### src/rtl/serdes_pkg.sv
// Shared definitions for the serializer/deserializer pair: default word width,
// FSM state encoding and a counter-sizing helper.
package serdes_pkg;

    localparam int DEFAULT_WIDTH = 8;

    typedef enum logic {
        ST_IDLE  = 1'b0,
        ST_SHIFT = 1'b1
    } state_t;

    // Bits needed to count 0..value-1; used to size the bit counter.
    function automatic int clog2(input int value);
        int result;
        result = 0;
        for (int v = value - 1; v > 0; v = v >>> 1) begin
            result++;
        end
        return result;
    endfunction

endpackage

### src/rtl/piso_serializer_if.sv
// Load handshake plus serial stream qualifiers between a word producer and
// the serializer.
interface piso_serializer_if
    import serdes_pkg::*;
#(
    parameter int WIDTH = DEFAULT_WIDTH
);

    logic [WIDTH-1:0] load_data;
    logic             load_valid;
    logic             load_ready;
    logic             serial_out;
    logic             serial_valid;
    logic             frame_start;
    logic             frame_last;

    modport master (
        output load_data,
        output load_valid,
        input  load_ready,
        input  serial_out,
        input  serial_valid,
        input  frame_start,
        input  frame_last
    );

    modport slave (
        input  load_data,
        input  load_valid,
        output load_ready,
        output serial_out,
        output serial_valid,
        output frame_start,
        output frame_last
    );

endinterface

### src/rtl/piso_bit_counter.sv
// WIDTH-modulo bit position counter with clear, increment and terminal count.
// Shared with the SIPO word-framing logic.
module piso_bit_counter
    import serdes_pkg::*;
#(
    parameter int WIDTH = DEFAULT_WIDTH
) (
    input  logic                      clk,
    input  logic                      rst,
    input  logic                      clear,
    input  logic                      inc,
    output logic [clog2(WIDTH)-1:0]   cnt,
    output logic                      tc
);

    localparam int CNT_W = clog2(WIDTH);
    localparam logic [CNT_W-1:0] LAST = CNT_W'(WIDTH - 1);

    // Clear has priority so a reload at terminal count restarts at zero
    // instead of wrapping through the increment path.
    always_ff @(posedge clk or negedge rst) begin
        if (!rst) begin
            cnt <= '0;
        end else if (clear) begin
            cnt <= '0;
        end else if (inc) begin
            cnt <= cnt + CNT_W'(1);
        end
    end

    assign tc = (cnt == LAST);

endmodule

### src/rtl/piso_serializer.sv
// Parallel-in serial-out converter: accepts a word over valid/ready and emits
// it one bit per clock with frame qualifiers, back-to-back without bubbles.
module piso_serializer
    import serdes_pkg::*;
#(
    parameter int   WIDTH      = DEFAULT_WIDTH,
    parameter bit   MSB_FIRST  = 1'b1,
    parameter logic IDLE_LEVEL = 1'b0
) (
    input  logic                 clk,
    input  logic                 rst,
    piso_serializer_if.slave     bus
);

    localparam int CNT_W = clog2(WIDTH);

    state_t             state;
    state_t             next_state;
    logic [WIDTH-1:0]   shreg;
    logic [WIDTH-1:0]   shifted;
    logic [CNT_W-1:0]   bit_cnt;
    logic               tc;
    logic               ready;
    logic               accept;
    logic               cnt_clear;
    logic               cnt_inc;
    logic               head_bit;

    piso_bit_counter #(
        .WIDTH (WIDTH)
    ) u_bit_counter (
        .clk   (clk),
        .rst   (rst),
        .clear (cnt_clear),
        .inc   (cnt_inc),
        .cnt   (bit_cnt),
        .tc    (tc)
    );

    always_ff @(posedge clk or negedge rst) begin
        if (!rst) begin
            state <= ST_IDLE;
        end else begin
            state <= next_state;
        end
    end

    // Ready opens in IDLE and on the last bit of a frame, so a waiting word
    // is picked up on the edge that would otherwise end the frame.
    always_comb begin
        next_state = state;
        ready      = 1'b0;
        cnt_clear  = 1'b0;
        cnt_inc    = 1'b0;
        case (state)
            ST_IDLE: begin
                ready = 1'b1;
                if (bus.load_valid) begin
                    next_state = ST_SHIFT;
                    cnt_clear  = 1'b1;
                end
            end
            ST_SHIFT: begin
                cnt_inc = 1'b1;
                if (tc) begin
                    ready     = 1'b1;
                    cnt_clear = 1'b1;
                    if (!bus.load_valid) begin
                        next_state = ST_IDLE;
                    end
                end
            end
            default: begin
                next_state = ST_IDLE;
            end
        endcase
    end

    assign accept = bus.load_valid && ready;

    always_comb begin
        shifted  = '0;
        head_bit = 1'b0;
        if (MSB_FIRST) begin
            shifted  = {shreg[WIDTH-2:0], 1'b0};
            head_bit = shreg[WIDTH-1];
        end else begin
            shifted  = {1'b0, shreg[WIDTH-1:1]};
            head_bit = shreg[0];
        end
    end

    always_ff @(posedge clk or negedge rst) begin
        if (!rst) begin
            shreg <= '0;
        end else if (accept) begin
            shreg <= bus.load_data;
        end else if (state == ST_SHIFT) begin
            shreg <= shifted;
        end
    end

    assign bus.load_ready   = ready;
    assign bus.serial_valid = (state == ST_SHIFT);
    assign bus.serial_out   = (state == ST_SHIFT) ? head_bit : IDLE_LEVEL;
    assign bus.frame_start  = (state == ST_SHIFT) && (bit_cnt == '0);
    assign bus.frame_last   = (state == ST_SHIFT) && tc;

endmodule

### src/flat_wrapper.sv
// flat-port wrapper written by rule: the top's interface ports become plain ports
module piso_serializer_flat import serdes_pkg::*;
#(
    parameter int   WIDTH      = DEFAULT_WIDTH,
    parameter bit   MSB_FIRST  = 1'b1,
    parameter logic IDLE_LEVEL = 1'b0
)
  (clk, rst, bus_load_data, bus_load_valid, bus_load_ready, bus_serial_out, bus_serial_valid, bus_frame_start, bus_frame_last);
  piso_serializer_if #(.WIDTH(WIDTH)) bus_i ();
  input  logic clk;
  input  logic rst;
  input wire logic [$bits(bus_i.load_data)-1:0] bus_load_data;
  input wire logic [$bits(bus_i.load_valid)-1:0] bus_load_valid;
  output wire logic [$bits(bus_i.load_ready)-1:0] bus_load_ready;
  output wire logic [$bits(bus_i.serial_out)-1:0] bus_serial_out;
  output wire logic [$bits(bus_i.serial_valid)-1:0] bus_serial_valid;
  output wire logic [$bits(bus_i.frame_start)-1:0] bus_frame_start;
  output wire logic [$bits(bus_i.frame_last)-1:0] bus_frame_last;
  assign bus_i.load_data = bus_load_data;
  assign bus_i.load_valid = bus_load_valid;
  assign bus_load_ready = bus_i.load_ready;
  assign bus_serial_out = bus_i.serial_out;
  assign bus_serial_valid = bus_i.serial_valid;
  assign bus_frame_start = bus_i.frame_start;
  assign bus_frame_last = bus_i.frame_last;
  piso_serializer #(.WIDTH(WIDTH), .MSB_FIRST(MSB_FIRST), .IDLE_LEVEL(IDLE_LEVEL)) u_core (.clk(clk), .rst(rst), .bus(bus_i));
endmodule
### config.mk
export PLATFORM = sky130hd
export DESIGN_NAME = piso_serializer_flat
export DESIGN_NICKNAME = d
export VERILOG_FILES = /design/src/rtl/serdes_pkg.sv /design/src/rtl/piso_serializer_if.sv /design/src/rtl/piso_bit_counter.sv /design/src/rtl/piso_serializer.sv /design/src/flat_wrapper.sv
export SDC_FILE = /design/constraint.sdc
export NUM_CORES = 1
export LEC_CHECK = 0
export ABC_AREA = 1
export BUFFER_PORTS_ARGS = -buffer_cell sky130_fd_sc_hd__buf_2
export CORE_AREA = 2 2 39 41
export DETAILED_ROUTE_END_ITERATION = 12
export DIE_AREA = 0 0 41 43
export HOLD_SLACK_MARGIN = 0.12
export PLACE_DENSITY_LB_ADDON = 0.08
export SLEW_MARGIN = 10
export SYNTH_ARGS = -nofsm -noshare
export SYNTH_HDL_FRONTEND = slang
export SYNTH_SLANG_ARGS = --single-unit
### constraint.sdc
create_clock -name clk -period 3.9 [get_ports clk]
set_clock_uncertainty 0.15 [all_clocks]
set_input_delay 0.975 -clock clk [delete_from_list [all_inputs] [get_ports clk]]
set_output_delay 0.975 -clock clk [all_outputs]
set_load 0.05 [all_outputs]
==> metrics.txt <==
CTS tree=yes; top_reg_cell synth=dfrtp_1; largest net degree at the start of global routing=17; Mapped Cells=87; post-synthesis mux area share=0; post-DR wirelength/cell=10.03 µm; Min-Delay Path Class=reg2reg; largest cells by area after synthesis=dfrtp_1, nand3_1, nand2_1; final core utilization=0.5615; Worst slew margin=0.7266; VDD IR max=276.2 µV; total gr overflow=0; Top-Level Pins=16; Root Buffer=clkbuf_4; final setup vio count=0; CTS Buffer Depth=2; hpwl dp=857.7 µm; Synth Warn #=0; post-synth net total=102; status=finished, final reports clean; Port Buf Inserts=15; first drt pass iteration count=4; register area share after synthesis=0.4240; Leak Pwr=0.4373 nW; register bit total from synthesis=12; hold_buf cts=0; drt initial violations=10; Setup crit end kind=output pin; PostCTS Resize Cnt=0; Placement Setup Slack=1511 ps; Nets=118; initial core utilization=0.5118; Slew Limit Fails=0; Die Y=43 µm; Via density=4.735; Post-Synth Simple-Gate Area=0.3357; TritonCTS Buffers=3; Final Cell Area=777.0 µm²; Worst Slack Setup Final=1226 ps; global-route wire length before repair=1938 µm; wirelength, routed=1174 µm; crit path kind=reg2out; total power=0.0005521 W; share of layout cells above drive strength 1=0.2277; Compound-Gate Fraction of Synth Area=0.02120; Final min period=2674 ps; Crit path required time=2770 ps; Final Hold Viols=0; Final period util=0.6858; FP Rows=14; largest family of logic cells by synthesized area=simple AND/OR/NAND/NOR gates; Placed Area=754.5 µm²; Worst-Margin Slew=410.1 ps; top cells by count, synth=nand2_1, nand3_1, inv_1; Clock transition at path regs=70 ps; core box area=1384 µm²; routed via count=554; vias in the first global route=448; Synth top area share=0.4240; Adder-Cell Fraction of Synth Area=0.07067; crit-path cells=ha_1 > ha_1 > inv_1 > nand2_2 > buf_2; Sink Count=12; Post-synth EDFFs=0; Worst EP arrival=1550 ps; Sum Neg Setup Slack=0 ps; Crit path largest cell delay=380 ps; Crit Path Max Fanout=11; Synth Cell Area=708.2 µm²; global placer's final weighted congestion=0.7337; drc violations=0; Cell variety after synth=14; Die W=41 µm; Die ar.=1763 µm²; Skew-Pair Late Insertion Delay=260 ps; Area Growth Syn to Fin=9.717%; Mapped Avg Cell Area=8.140 µm²; count leader, synth=nand2_1; H-tree lvl count=1; pwr dens=710.6 nW/µm²; largest area contributor in the netlist=dfrtp_1; antenna violations before repair=0; ys async rst share=1.000; Crit path top cell by count=ha_1; slowest cell on the critical path=dfrtp_1; max-cap viol count=0; Peak Freq=373.9 MHz; Tot GR Track Use=0.1638; Startpoint Class=register; RSZ-0062 raised after global routing=no; post-synthesis xor/xnor area fraction=0; Post-DRT Antenna Nets=0; setup bufs post-CTS=0; number of diodes=0
-- cell type report --
cell class | count | area [µm²]
clock buffer | 3 | 22.52
fill | 126 | 606.8
inverter | 15 | 56.30
multi-input combinational | 56 | 302.8
sequential | 12 | 300.3
tap | 16 | 20.02
timing repair buffer | 15 | 75.07
-- registers in the layout (all words and copies together) (netlist names) --
| register | count |
|---|---|
| u_core.bus.serial_valid | 1 |
| u_core.shreg | 8 |
| u_core.u_bit_counter.cnt | 3 |
-- kinds of logic after synthesis --
family                     after synthesis
buffers and inverters                   19
adders and majority gates                4
DFF                                     12
AOI/OAI and AO/OA                        3
and+or+nand+nor                         49
-- per-stage QoR --
step / std cells / hold WS [ps]
after global routing: 117 / 366.4
after CTS: 117 / 351.0
final: 117 / 343.9
after global placement: 114 / 330.0
after detailed placement: 114 / 333.1
after floorplan: 87 / 315.1
-- path summary, 6_finish.rpt --
path | from | endpoint | slack (ps) | cells past startpoint
setup / recovery | u_core.u_bit_counter.cnt[0]$_DFFE_PN0P_ | bus_load_ready | 1230 | 5
hold / removal | u_core.shreg[6]$_DFFE_PN0P_ | u_core.shreg[6]$_DFFE_PN0P_ | 340 | 2
setup reg to reg | u_core.u_bit_counter.cnt[0]$_DFFE_PN0P_ | u_core.shreg[3]$_DFFE_PN0P_ | 2390 | 7
hold reg to reg | u_core.shreg[6]$_DFFE_PN0P_ | u_core.shreg[6]$_DFFE_PN0P_ | 340 | 2
max in group asynchronous | rst | u_core.shreg[4]$_DFFE_PN0P_ | 2960 | 1
min in group asynchronous | rst | u_core.u_bit_counter.cnt[2]$_DFFE_PN0P_ | 420 | 1
-- critical path: cells and delay by family, from the launching register on --
kind,cells,cell delay (ps)
fa+ha+maj,2,400
simple gates,1,150
buf+inv,2,340
flops,1,380
-- placed cells by master (no fill, tap or decap) --
| cell type | count |
|---|---|
| buf_2 | 15 |
| clkbuf_4 | 3 |
| dfrtp_1 | 12 |
| ha_1 | 4 |
| inv_1 | 15 |
| nand2_1 | 20 |
| nand2_2 | 1 |
| nand2_4 | 1 |
| nand3_1 | 18 |
| nor2_1 | 6 |
| nor2_2 | 2 |
| nor2_8 | 1 |
| o21ai_0 | 2 |
| o21ai_1 | 1 |
-- power by group --
group	switching [W]	internal (W)	leakage, nW
clock network	0.0000385	0.0000356	0.0138
registers	0.0000352	0.000174	0.153
logic	0.000184	0.0000847	0.271
-- metal layers --
metal | global-route usage | routed length (µm)
met5 | 0 | 0
met4 | 0.08000 | 10
met3 | 0.04712 | 49
met2 | 0.2219 | 527
met1 | 0.2329 | 586
(Power assumes the default switching activity.)
